**src/rtl/pipelined_ripple_add_if.sv**
```systemverilog
// Valid/ready bus for pipelined_ripple_add: operand beat in, result beat out.
// The DUT takes the slave view; the producer/consumer side takes master.
interface pipelined_ripple_add_if #(
    parameter int unsigned WIDTH = 32
);
    logic             in_valid;
    logic             in_ready;
    logic [WIDTH-1:0] a;
    logic [WIDTH-1:0] b;
    logic             c_in;
    logic             sub;
    logic             out_valid;
    logic             out_ready;
    logic [WIDTH-1:0] sum;
    logic             c_out;
    logic             ovf;

    modport master (
        output in_valid, a, b, c_in, sub, out_ready,
        input  in_ready, out_valid, sum, c_out, ovf
    );

    modport slave (
        input  in_valid, a, b, c_in, sub, out_ready,
        output in_ready, out_valid, sum, c_out, ovf
    );
endinterface

```
**src/rtl/pipelined_ripple_add.sv**
```systemverilog
// Pipelined ripple-carry adder/subtractor: STAGES slices of WIDTH/STAGES bits, one slice per
// stage, carry registered between stages, whole pipe advancing on a single global enable.
module pipelined_ripple_add #(
    parameter int unsigned WIDTH  = 32,
    parameter int unsigned STAGES = 4
) (
    input logic                   clk,
    input logic                   rst_n,
    pipelined_ripple_add_if.slave io_bus
);
    localparam int unsigned SEG = WIDTH / STAGES;

    logic             w_en;
    logic [WIDTH-1:0] w_b_eff;
    logic             w_cin_eff;
    logic             w_ovf_last;
    logic             r_ovf;

    assign w_b_eff   = io_bus.sub ? ~io_bus.b : io_bus.b;
    assign w_cin_eff = io_bus.sub | io_bus.c_in;

    for (genvar k = 0; k < STAGES; k++) begin : g_st
        localparam int unsigned DONE = (k + 1) * SEG;

        logic            r_valid;
        logic            r_carry;
        logic [DONE-1:0] r_sum;
        logic [SEG-1:0]  w_sa;
        logic [SEG-1:0]  w_sb;
        logic [SEG-1:0]  w_ss;
        logic            w_ci;
        logic            w_co;

        assign {w_co, w_ss} = {1'b0, w_sa} + {1'b0, w_sb} + {{SEG{1'b0}}, w_ci};

        if (k == 0) begin : g_head
            // Slice 0 ripples straight off the input port during the accepting cycle.
            assign w_sa = io_bus.a[SEG-1:0];
            assign w_sb = w_b_eff[SEG-1:0];
            assign w_ci = w_cin_eff;

            always_ff @(posedge clk or negedge rst_n) begin
                if (!rst_n) begin
                    r_valid <= 1'b0;
                    r_carry <= 1'b0;
                    r_sum   <= '0;
                end else if (w_en) begin
                    r_valid <= io_bus.in_valid;
                    r_carry <= w_co;
                    r_sum   <= w_ss;
                end
            end
        end else begin : g_body
            // Slice k waits k cycles in its own delay line before it is added.
            logic [SEG-1:0] r_da [k];
            logic [SEG-1:0] r_db [k];

            assign w_sa = r_da[k-1];
            assign w_sb = r_db[k-1];
            assign w_ci = g_st[k-1].r_carry;

            always_ff @(posedge clk or negedge rst_n) begin
                if (!rst_n) begin
                    r_valid <= 1'b0;
                    r_carry <= 1'b0;
                    r_sum   <= '0;
                    for (int m = 0; m < k; m++) begin
                        r_da[m] <= '0;
                        r_db[m] <= '0;
                    end
                end else if (w_en) begin
                    r_valid <= g_st[k-1].r_valid;
                    r_carry <= w_co;
                    r_sum   <= {w_ss, g_st[k-1].r_sum};
                    r_da[0] <= io_bus.a[k*SEG +: SEG];
                    r_db[0] <= w_b_eff[k*SEG +: SEG];
                    for (int m = 1; m < k; m++) begin
                        r_da[m] <= r_da[m-1];
                        r_db[m] <= r_db[m-1];
                    end
                end
            end
        end
    end

    // Carry into the MSB is recovered from the MSB sum bit of the last slice.
    assign w_ovf_last = g_st[STAGES-1].w_co ^ (g_st[STAGES-1].w_sa[SEG-1] ^
                        g_st[STAGES-1].w_sb[SEG-1] ^ g_st[STAGES-1].w_ss[SEG-1]);

    always_ff @(posedge clk or negedge rst_n) begin
        if (!rst_n) begin
            r_ovf <= 1'b0;
        end else if (w_en) begin
            r_ovf <= w_ovf_last;
        end
    end

    assign w_en             = !g_st[STAGES-1].r_valid || io_bus.out_ready;
    assign io_bus.in_ready  = w_en;
    assign io_bus.out_valid = g_st[STAGES-1].r_valid;
    assign io_bus.sum       = g_st[STAGES-1].r_sum;
    assign io_bus.c_out     = g_st[STAGES-1].r_carry;
    assign io_bus.ovf       = r_ovf;
endmodule

```
**src/flat_wrapper.sv**
```systemverilog
// flat-port wrapper written by rule: the top's interface ports become plain ports
module pipelined_ripple_add_flat 
#(
    parameter int unsigned WIDTH  = 32,
    parameter int unsigned STAGES = 4
)
  (clk, rst_n, io_bus_in_valid, io_bus_a, io_bus_b, io_bus_c_in, io_bus_sub, io_bus_out_ready, io_bus_in_ready, io_bus_out_valid, io_bus_sum, io_bus_c_out, io_bus_ovf);
  pipelined_ripple_add_if #(.WIDTH(WIDTH)) io_bus_i ();
  input logic clk;
  input logic rst_n;
  input wire logic [$bits(io_bus_i.in_valid)-1:0] io_bus_in_valid;
  input wire logic [$bits(io_bus_i.a)-1:0] io_bus_a;
  input wire logic [$bits(io_bus_i.b)-1:0] io_bus_b;
  input wire logic [$bits(io_bus_i.c_in)-1:0] io_bus_c_in;
  input wire logic [$bits(io_bus_i.sub)-1:0] io_bus_sub;
  input wire logic [$bits(io_bus_i.out_ready)-1:0] io_bus_out_ready;
  output wire logic [$bits(io_bus_i.in_ready)-1:0] io_bus_in_ready;
  output wire logic [$bits(io_bus_i.out_valid)-1:0] io_bus_out_valid;
  output wire logic [$bits(io_bus_i.sum)-1:0] io_bus_sum;
  output wire logic [$bits(io_bus_i.c_out)-1:0] io_bus_c_out;
  output wire logic [$bits(io_bus_i.ovf)-1:0] io_bus_ovf;
  assign io_bus_i.in_valid = io_bus_in_valid;
  assign io_bus_i.a = io_bus_a;
  assign io_bus_i.b = io_bus_b;
  assign io_bus_i.c_in = io_bus_c_in;
  assign io_bus_i.sub = io_bus_sub;
  assign io_bus_i.out_ready = io_bus_out_ready;
  assign io_bus_in_ready = io_bus_i.in_ready;
  assign io_bus_out_valid = io_bus_i.out_valid;
  assign io_bus_sum = io_bus_i.sum;
  assign io_bus_c_out = io_bus_i.c_out;
  assign io_bus_ovf = io_bus_i.ovf;
  pipelined_ripple_add #(.WIDTH(WIDTH), .STAGES(STAGES)) u_core (.clk(clk), .rst_n(rst_n), .io_bus(io_bus_i));
endmodule
```
**config.mk**
```make
export PLATFORM = sky130hd
export DESIGN_NAME = pipelined_ripple_add_flat
export DESIGN_NICKNAME = d
export VERILOG_FILES = /design/src/rtl/pipelined_ripple_add_if.sv /design/src/rtl/pipelined_ripple_add.sv /design/src/flat_wrapper.sv
export SDC_FILE = /design/constraint.sdc
export NUM_CORES = 1
export LEC_CHECK = 0
export CAP_MARGIN = 40
export CORE_ASPECT_RATIO = 1.1
export CORE_MARGIN = 2
export CORE_UTILIZATION = 57
export DETAILED_ROUTE_END_ITERATION = 8
export DONT_BUFFER_PORTS = 1
export PLACE_DENSITY_LB_ADDON = 0.05
export SLEW_MARGIN = 10
export SYNTH_ARGS = -nofsm -noshare
export SYNTH_HDL_FRONTEND = slang
export SYNTH_SLANG_ARGS = --single-unit
```
**constraint.sdc**
```tcl
create_clock -name clk -period 2.5 [get_ports clk]
set_input_delay 0.625 -clock clk [delete_from_list [all_inputs] [get_ports clk]]
set_output_delay 0.625 -clock clk [all_outputs]
set_load 0.01 [all_outputs]
```
==> metrics.csv, run 1 <==
metric,value,unit
run status,"complete, but fails checks",
violations in the final reports,negative hold slack,
final critical-path share of the clock period,0.952,
sequential element share of the synthesized area,0.549,
synthesis-stage register bit count,185,
remaining antenna violation count after routing,0,
worst-path cell chain,"fa_1, fa_2, a21o_1, a21oi_2, o21bai_2, or4b_1, nand3_1",
placed cell areas,8530,um2
weighted congestion reported at the end of routability-driven placement,0.854,
data arrival time of the critical path,2.73,ns
cell taking the most area after synthesis,dfrtp_1,
combined buffer and inverter count along the critical path,0,
Worst setup SP type,flop,
Reg power frac,0.444,
crit path max fanout,3,
core area,14400,um2
Total Wirelength,16100,um
starting utilization of the core area,0.583,
total of endpoints with negative setup slack in the final report,0,
"top library cells by usage in the layout, fill and taps aside","nand2_1, dfrtp_1, xnor2_1",
Congestion Overflow GR,0,
ant diodes,0,
global router's overall resource usage,0.217,
Die Wd,120,um
Pleak,4.58,nW
proportion of synthesized flip-flops having asynchronous set or reset,1.00,
fraction of layout cells with a size suffix above 1,0.0601,
cells taking the most area after synthesis,"dfrtp_1, nand2_1, ha_1",
synthesized netlist net count,1026,
critical-path cell with the highest stage delay,or4b_1,
P_int,7.59,mW
worst-case clock skew,0.00519,ns
biggest cell delay along the critical path,0.50,ns
via count,5798,
final instance count without filler cells,1107,
total die area,15800,um2
Worst Tran Pin Value,0.457,ns
synthesis-to-finish area growth,8.18,%
required time at the worst-slack endpoint,2.86,ns
Synth warnings,0,
placement row count,46,
first-pass GRT wire length,27300,um
maximum level of the CTS H-tree,4,
count of final hold-check violations,185,
"Min Clock Period, post-route",2.38,ns
Clock Sink Count,185,
RSZ-0062 raised after global routing,false,
dominant synthesized flop cell,dfrtp_1,
number of max-cap violations,0,
HPWL after detailed placement,10800,um
final-layout setup total negative slack,0,ns
final design area excluding fillers,9120,um2
DR WL/cell,14.6,um
crit path capture type,flop,
number of buffers added on ports,0,
Worst VDD drop,0.673,mV
clock edge transition at the registers on the reported setup and hold paths,0.06,ns
antenna violations before repair,0,
clock latency reported for the late side of the worst-skew pair,0.42,ns
portion of synthesized cell area occupied by the leading cell type,0.549,
Switching Share,0.365,
Post-Synthesis Cells,920,
Residual DRC,0,
cell class contributing the biggest share of worst-path delay,adder cells,
total design power,12.0,mW
maximum clock path buffer count,2,
vias per inst,5.24,
root buffer cell,clkbuf_16,
share of power burned in combinational logic,0.335,
Die Height,132,um
I/O Pins,106,
average cell area after synthesis,9.16,um2
CTS Buf Count,17,
DR iter-0 viols,443,
maximum clock frequency,420,MHz
PD cells,1310,nW/um2
classification of the worst-slack hold path,in2async,
Setup CP Type,reg2reg,
vias in the first global route,5733,
count of final max-slew check failures,0,
tightest hold margin,-0.107,ns
relative contribution of the clock network to total power,0.221,
"number of placed instances, taps included",1076,
final core utilization,0.631,
number of enable-type register cells in the synthesized netlist,0,
largest net degree at the start of global routing,186,
number of detailed-route iterations in the first pass,4,
switching power of the nets,4.36,mW
clock tree from TritonCTS,done,
unique cell type count in the Yosys netlist,41,
netlist area before placement,8430,um2
final-stage net count,1009,
"commonest non-fill, non-tap cell in the layout",nand2_1,
worst slew slack as a fraction of its limit,0.695,
Post CTS Setup Buffer Count,0,
[power by group through the flow]
stage	registers (mW)	clock network, mW	logic [mW]
final	5.31	2.64	4.01
after global routing	5.49	2.83	4.65
after CTS	5.31	2.70	4.04
after detailed placement	5.35	0	4.02
after global placement	5.31	0	3.85
after floorplan	5.09	0	3.36
[flip-flops by register name, summed over array words and instances (netlist names)]
register	count
u_core.io_bus.sum	32
u_core.io_bus.c_out	1
u_core.g_st.r_sum	48
u_core.g_st.r_valid	3
u_core.g_st.r_carry	3
u_core.g_st.g_body.r_db	32
u_core.g_st.w_sb	16
u_core.io_bus.ovf	1
u_core.io_bus.out_valid	1
u_core.g_st.g_body.r_da	32
u_core.g_st.w_sa	16
[cell families (layout without fill, tap and decap cells)]
group | Yosys count | after routing | synth area share
buffers and inverters | 54 | 49 | 0.0319
adder cells (fa/ha/maj) | 36 | 36 | 0.0606
AND/OR/NAND/NOR | 484 | 484 | 0.227
XOR/XNOR | 49 | 49 | 0.0509
flip-flops | 185 | 185 | 0.549
AO/OA/AOI/OAI | 112 | 112 | 0.0803
[area by class of cell]
class                           count  area [um2]
Clock buffer                       23         488
Clock inverter                      8        93.8
Fill cell                        1269        5330
Inverter                            8        32.5
Multi-Input combinational cell    681        3550
Sequential cell                   185        4630
Tap cell                          192         240
Timing Repair Buffer               10        87.6
[routing by layer]
| metal | share of wire | global-route usage | up-vias |
|---|---|---|---|
| li1 | - | - | 2909 |
| met1 | 0.45 | 0.286 | 2751 |
| met2 | 0.48 | 0.342 | 114 |
| met3 | 0.051 | 0.0564 | 24 |
| met4 | 0.019 | 0.0856 | 0 |
| met5 | 0 | 0 | - |
[worst reg2reg max path, delay by kind of cell (launching register included)]
family          cells  cell delay, ns
simple gates        2            0.60
fa+ha+maj           2            0.87
compound gates      3            0.45
flops               1            0.40
[repair_timing]
item | CTS | global route
endpoints found under the hold margin | 185 | 185
gates resized for setup | 0 | 2
endpoints found under the setup margin | 0 | 2
[worst paths after layout]
check | from | slack [ns] | cells after the start | to
worst max-delay path | u_core.g_st[2].w_sb[0]$_DFFE_PN0P_ | 0.12 | 7 | u_core.g_st[2].r_sum[22]$_DFFE_PN0P_
max in group asynchronous | rst_n | 2.37 | 0 | u_core.g_st[3].g_body.r_da[12]$_DFFE_PN0P_
worst min register to register | u_core.g_st[3].g_body.r_da[20]$_DFFE_PN0P_ | 0.46 | 2 | u_core.g_st[3].g_body.r_da[20]$_DFFE_PN0P_
min in group clk | io_bus_a[26] | 0.31 | 2 | u_core.g_st[3].g_body.r_da[18]$_DFFE_PN0P_
worst min-delay path | rst_n | -0.11 | 0 | u_core.io_bus.sum[8]$_DFFE_PN0P_
worst max register to register | u_core.g_st[2].w_sb[0]$_DFFE_PN0P_ | 0.12 | 7 | u_core.g_st[2].r_sum[22]$_DFFE_PN0P_
[Yosys cell counts (2+ instances only)]
master,n
o211ai_1,2
o21ai_1,29
buf_1,2
a21oi_1,22
o21bai_2,2
a21o_1,9
xor2_1,19
buf_6,2
buf_2,24
nor3b_1,2
nand2_1,438
inv_1,7
or4b_1,2
nand2b_1,2
ha_1,28
a21oi_2,2
a211oi_1,10
a31oi_1,2
clkbuf_1,16
fa_1,8
dfrtp_1,185
nand3_1,8
or3_1,4
a211oi_2,3
o21ai_0,24
nor2_1,15
nor4b_1,3
o21bai_1,4
and3_1,4
xnor2_1,30
nand4b_1,2
[through the flow]
step / worst slack, ns / hold WS [ns]
2_1_floorplan: -0.0419 / 0.329
3_3_place_gp: 0.159 / 0.334
3_5_place_dp: 0.106 / 0.333
4_1_cts: 0.0857 / -0.122
5_1_grt: 0.0304 / -0.134
6_report: 0.121 / -0.107
No activity file was read; power rests on OpenSTA's default activity.
==> run 2: changes to the inputs <==
--- a/config.mk
+++ b/config.mk
@@ -6,12 +6,13 @@
 export NUM_CORES = 1
 export LEC_CHECK = 0
 export CAP_MARGIN = 40
-export CORE_ASPECT_RATIO = 1.1
+export CORE_ASPECT_RATIO = 0.75
 export CORE_MARGIN = 2
-export CORE_UTILIZATION = 57
+export CORE_UTILIZATION = 67
 export DETAILED_ROUTE_END_ITERATION = 8
 export DONT_BUFFER_PORTS = 1
 export PLACE_DENSITY_LB_ADDON = 0.05
+export RECOVER_POWER = 100
 export SLEW_MARGIN = 10
 export SYNTH_ARGS = -nofsm -noshare
 export SYNTH_HDL_FRONTEND = slang
==> constraint.sdc (replaced) <==
create_clock -name clk -period 3 [get_ports clk]
set_input_delay 0.75 -clock clk [delete_from_list [all_inputs] [get_ports clk]]
set_output_delay 0.75 -clock clk [all_outputs]
set_load 0.01 [all_outputs]
==> metrics.csv, run 2 (synthesized netlist as in run 1, its figures left out) <==
metric,value,unit,change
number of detailed-route iterations in the first pass,4,,unchanged
"top library cells by usage in the layout, fill and taps aside","nand2_1, dfrtp_1, o21ai_0",,
Worst setup SP type,flop,,
worst-case clock skew,0.00964,ns,+0.00445 ns
I/O Pins,106,,unchanged
fraction of met3 tracks used by global routing,0.0571,,+0.000633
placement row count,35,,-24%
number of gates given a new drive strength after cts,0,,unchanged
CTS Buf Count,17,,unchanged
global-route met2 utilization,0.402,,+0.0595
largest net degree at the start of global routing,223,,+20%
final-layout setup total negative slack,0,ns,unchanged
DR iter-0 viols,449,,+1.4%
Post CTS Setup Buffer Count,0,,unchanged
maximum clock frequency,391,MHz,-7.1%
core area,12300,um2,-15%
"Min Clock Period, post-route",2.56,ns,+0.181 ns
required time at the worst-slack endpoint,3.36,ns,+0.50 ns
area taken by flip-flops and latches,4630,um2,unchanged
number of buffers added on ports,0,,unchanged
"commonest non-fill, non-tap cell in the layout",nand2_1,,
remaining antenna violation count after routing,0,,unchanged
Residual DRC,0,,unchanged
PD cells,1100,nW/um2,-16%
final-stage net count,1005,,-0.40%
ant diodes,0,,unchanged
global router's overall resource usage,0.257,,+0.0407
Setup CP Type,reg2reg,,
Congestion Overflow GR,0,,unchanged
via count,5917,,+2.1%
starting utilization of the core area,0.687,,+0.104
total die area,13500,um2,-14%
total design power,9.89,mW,-17%
maximum level of the CTS H-tree,4,,unchanged
Clock Sink Count,185,,unchanged
weighted congestion reported at the end of routability-driven placement,0.837,,-2.0%
clock edge transition at the registers on the reported setup and hold paths,0.07,ns,about the same
Die Height,101,um,-23%
count of final max-slew check failures,42,,+42
flip-flop count of the largest register after layout,48,,unchanged
RSZ-0062 raised after global routing,false,,
Die Wd,134,um,+11%
layer carrying the most global-route usage,met2,,
clock tree from TritonCTS,done,,
synthesis-to-finish area growth,6.83,%,
antenna violations before repair,0,,unchanged
HPWL after detailed placement,10400,um,-4.1%
area taken by multi-input logic gates,3510,um2,-1.2%
crit path capture type,flop,,
clock latency reported for the late side of the worst-skew pair,0.43,ns,about the same
data arrival time of the critical path,2.92,ns,+0.19 ns
register with the highest flop count,u_core.g_st.r_sum,,
fill cell instance count of the final layout,918,,-28%
maximum clock path buffer count,2,,unchanged
vias per inst,5.49,,+4.8%
fraction of layout cells with a size suffix above 1,0.0461,,-0.0141
vias in the first global route,5781,,+0.84%
Total Wirelength,16200,um,+0.60%
total of endpoints with negative setup slack in the final report,0,,unchanged
count of final hold-check violations,0,,-100%
crit path max fanout,3,,unchanged
first-pass GRT wire length,27500,um,+0.60%
final critical-path share of the clock period,0.853,,-0.0981
Pleak,4.54,nW,-0.89%
GR met1 Demand/Resource,0.368,,+0.0815
DR WL/cell,15.0,um,+3.3%
Worst VDD drop,1.60,mV,+140%
worst slew slack as a fraction of its limit,-0.432,,-1.13
run status,"complete, but fails checks",,
number of max-cap violations,1,,+1
classification of the worst-slack hold path,in2async,,
violations in the final reports,"max-capacitance violations, max-slew violations",,
Worst Tran Pin Value,2.15,ns,+1.69 ns
root buffer cell,clkbuf_16,,
## run 2: cell count changes in the layout (fill, tap and decap cells not counted), moves of 3 or more
cell | previous run | this run
inv_6 | 0 | 4
fa_2 | 4 | 0
buf_4 | 9 | 4
clkinv_8 | 0 | 3
clkinv_2 | 5 | 1
inv_8 | 0 | 4
o21ai_1 | 29 | 2
clkbuf_8 | 4 | 0
o21ai_0 | 24 | 51
fa_1 | 4 | 8
## run 2: metal layers
layer,vias to the layer above,share of wire
met2,143,0.47
met3,22,0.053
met5,-,0
met4,0,0.015
met1,2847,0.46
li1,2905,-
## run 2: layout make-up
type,instances,share of cell area
timing repair buffer,6,0.00500
inverter,8,0.00361
multi-input combinational,681,0.389
clock buffer,17,0.0472
sequential,185,0.514
clock inverter,15,0.0176
tap,166,0.0231
## run 2: per-stage QoR
step / util / setup slack, ns / instances / hold slack [ns] / cell area (um2)
after CTS: 0.738 / 0.531 / 1078 / 0.00147 / 9050
after global placement: 0.689 / 0.439 / 1045 / 0.441 / 8450
after detailed placement: 0.689 / 0.389 / 1045 / 0.456 / 8450
final: 0.734 / 0.440 / 1078 / 0.0201 / 9000
after floorplan: - / 0.135 / 920 / 0.430 / 8430
after global routing: 0.734 / 0.244 / 1078 / 0.000710 / 9000
## run 2: path summary, 6_finish.rpt
check,from,to,slack (ns),cells after the start
max in group asynchronous,rst_n,u_core.g_st[3].g_body.r_db[20]$_DFFE_PN0P_,0.80,1
max,u_core.g_st[1].g_body.r_db[0]$_DFFE_PN0P_,u_core.g_st[1].r_sum[14]$_DFFE_PN0P_,0.44,7
max reg2reg,u_core.g_st[1].g_body.r_db[0]$_DFFE_PN0P_,u_core.g_st[1].r_sum[14]$_DFFE_PN0P_,0.44,7
min in group clk,io_bus_a[28],u_core.g_st[3].g_body.r_da[20]$_DFFE_PN0P_,0.43,2
min,rst_n,u_core.g_st[2].r_sum[3]$_DFFE_PN0P_,0.02,0
min reg2reg,u_core.g_st[3].g_body.r_db[12]$_DFFE_PN0P_,u_core.g_st[3].g_body.r_db[12]$_DFFE_PN0P_,0.47,2
## run 2: critical path: stages, from the launching register on
cell and delay, ns:
dfrtp_1 0.40, fa_1 0.48, fa_1 0.44, a21o_1 0.18, a21oi_1 0.27, o21bai_2 0.11, or4b_1 0.50, nand3_1 0.11
## run 2: report_power, final
group | leakage (nW) | internal, mW | switching [mW]
combinational | 2.02 | 1.34 | 1.96
clock | 0.285 | 1.12 | 1.06
sequential | 2.23 | 3.61 | 0.807
total | 4.54 | 6.07 | 3.83
## run 2: what timing repair did
item / in CTS / in global routing
hold endpoints to repair: 41 / 0
hold buffers: 1 / 0
setup endpoints to repair: 0 / 0
==> run 3: changes to the inputs <==
--- a/config.mk
+++ b/config.mk
@@ -8,9 +8,8 @@
 export CAP_MARGIN = 40
 export CORE_ASPECT_RATIO = 0.75
 export CORE_MARGIN = 2
-export CORE_UTILIZATION = 67
+export CORE_UTILIZATION = 60
 export DETAILED_ROUTE_END_ITERATION = 8
-export DONT_BUFFER_PORTS = 1
 export PLACE_DENSITY_LB_ADDON = 0.05
 export RECOVER_POWER = 100
 export SLEW_MARGIN = 10
==> metrics.csv, run 3 (synthesized netlist as in run 1, its figures left out) <==
metric,value,unit,change
vias in the first global route,5981,,+3.5%
Post CTS Setup Buffer Count,0,,unchanged
Worst Tran Pin Value,1.71,ns,-0.438 ns
Switching Share,0.360,,-0.0266
biggest cell delay along the critical path,0.52,ns,+0.02 ns
"Min Clock Period, post-route",2.77,ns,+0.210 ns
Die Height,107,um,+5.4%
"number of placed instances, taps included",1164,,+11%
number of max-cap violations,1,,unchanged
HPWL after detailed placement,10900,um,+5.0%
number of detailed-route iterations in the first pass,5,,+1
P_int,6.72,mW,+11%
crit path max fanout,2,,-1
register with the highest flop count,u_core.g_st.r_sum,,
placement row count,37,,+5.7%
classification of the worst-slack hold path,reg2reg,,
"commonest non-fill, non-tap cell in the layout",nand2_1,,
Die Wd,141,um,+5.5%
CP dominant cell by count,clkdlybuf4s50_1,,
CTS Buf Count,17,,unchanged
weighted congestion reported at the end of routability-driven placement,0.851,,+1.7%
switching power of the nets,3.78,mW,-1.1%
Total Wirelength,17000,um,+4.6%
final instance count without filler cells,1195,,+11%
core area,13700,um2,+12%
count of final hold-check violations,0,,unchanged
worst-path cell chain,"clkdlybuf4s50_1, nor2b_1, inv_4, clkdlybuf4s50_1",,
root buffer cell,clkbuf_16,,
clock latency reported for the late side of the worst-skew pair,0.43,ns,about the same
maximum clock path buffer count,2,,unchanged
number of buffers added on ports,105,,+105
remaining antenna violation count after routing,0,,unchanged
fraction of layout cells with a size suffix above 1,0.0431,,-0.00292
"top library cells by usage in the layout, fill and taps aside","nand2_1, dfrtp_1, clkdlybuf4s50_1",,
Clock Sink Count,185,,unchanged
antenna violations before repair,0,,unchanged
fill cell instance count of the final layout,1091,,+19%
area taken by multi-input logic gates,3500,um2,-0.11%
via count,6255,,+5.7%
violations in the final reports,"max-capacitance violations, max-slew violations",,
total of endpoints with negative setup slack in the final report,0,,unchanged
count of final max-slew check failures,71,,+69%
run status,"complete, but fails checks",,
global router's overall resource usage,0.242,,-0.0153
data arrival time of the critical path,2.02,ns,-0.90 ns
critical-path cell with the highest stage delay,clkdlybuf4s50_1,,
flip-flop count of the largest register after layout,48,,unchanged
starting utilization of the core area,0.615,,-0.0723
worst slew slack as a fraction of its limit,-0.141,,+0.292
crit path capture type,output port,,
clock edge transition at the registers on the reported setup and hold paths,0.06,ns,about the same
vias per inst,5.23,,-4.6%
final-layout setup total negative slack,0,ns,unchanged
I/O Pins,106,,unchanged
ant diodes,0,,unchanged
PD cells,1040,nW/um2,-5.7%
RSZ-0062 raised after global routing,false,,
synthesis-to-finish area growth,20.2,%,
Worst VDD drop,0.518,mV,-68%
share of power burned in combinational logic,0.376,,+0.042
largest net degree at the start of global routing,159,,-29%
maximum clock frequency,361,MHz,-7.6%
worst-case clock skew,0.00560,ns,-0.00404 ns
Pleak,5.02,nW,+11%
Worst setup SP type,input port,,
DR iter-0 viols,393,,-12%
number of gates given a new drive strength after cts,0,,unchanged
Setup CP Type,in2out,,
cts hold-fix bufs,0,,-1
Reg power frac,0.406,,-0.041
area taken by flip-flops and latches,4630,um2,unchanged
Congestion Overflow GR,0,,unchanged
Residual DRC,0,,unchanged
relative contribution of the clock network to total power,0.219,,about the same
final critical-path share of the clock period,0.924,,+0.0701
clock tree from TritonCTS,done,,
final core utilization,0.740,,+0.00529
DR WL/cell,14.2,um,-5.6%
final-stage net count,1114,,+11%
required time at the worst-slack endpoint,2.25,ns,-1.11 ns
maximum level of the CTS H-tree,4,,unchanged
first-pass GRT wire length,28800,um,+4.8%
total die area,15000,um2,+11%
## run 3: cell types whose count changed in the layout (fill, tap and decap cells not counted), sizes merged
cell	delta
buf	+2
bufinv	+3
clkbuf	+10
clkdlybuf4s50	+67
clkinv	-2
dlygate4sd3	+36
inv	-8
## run 3: critical path, delay by kind of cell
family	cells	cell delay [ns]
simple gates	1	0.28
buf+inv	3	0.99
## run 3: area by class of cell
cell class	count	share of cell area
Timing Repair Buffer	115	0.113
Clock inverter	8	0.0116
Tap cell	175	0.0216
Inverter	8	0.00321
Sequential cell	185	0.457
Multi-Input combinational cell	681	0.346
Clock buffer	23	0.0481
## run 3: path summary, 6_finish.rpt
path,from,to,slack (ns),cells past startpoint
setup / recovery,io_bus_out_ready,io_bus_in_ready,0.23,4
hold / removal,u_core.g_st[2].r_valid$_DFFE_PN0P_,u_core.g_st[2].r_valid$_DFFE_PN0P_,0.46,2
setup reg to reg,u_core.g_st[3].w_sb[0]$_DFFE_PN0P_,u_core.io_bus.ovf$_DFFE_PN0P_,0.35,7
hold reg to reg,u_core.g_st[2].r_valid$_DFFE_PN0P_,u_core.g_st[2].r_valid$_DFFE_PN0P_,0.46,2
max in group asynchronous,rst_n,u_core.g_st[2].w_sb[1]$_DFFE_PN0P_,0.61,2
min in group asynchronous,rst_n,u_core.io_bus.sum[9]$_DFFE_PN0P_,0.75,1
## run 3: power by group through the flow
stage          clock network [mW]  logic, mW  registers [mW]
5_1_grt                      2.44       4.52            4.40
3_3_place_gp                    0       3.99            4.27
4_1_cts                      2.33       4.16            4.27
3_5_place_dp                    0       4.10            4.29
6_report                     2.30       3.95            4.26
2_1_floorplan                   0       2.79            4.24
## run 3: stage by stage
stage	power, mW	setup WS [ns]	cell area, um2	hold slack (ns)
after floorplan	7.03	0.135	8430	0.430
after global placement	8.26	0.0297	9600	0.441
after detailed placement	8.39	-0.00292	9600	0.448
after CTS	10.8	0.290	10200	0.330
after global routing	11.4	0.139	10100	0.486
final	10.5	0.229	10100	0.458
## run 3: per-layer routing
layer	track usage	vias to the layer above	part of all wire	wire, um
li1	-	3123	-	-
met1	0.361	2977	0.48	8220
met2	0.367	139	0.46	7770
met3	0.0523	16	0.047	802
met4	0.0607	0	0.0093	157
met5	0	-	0	0
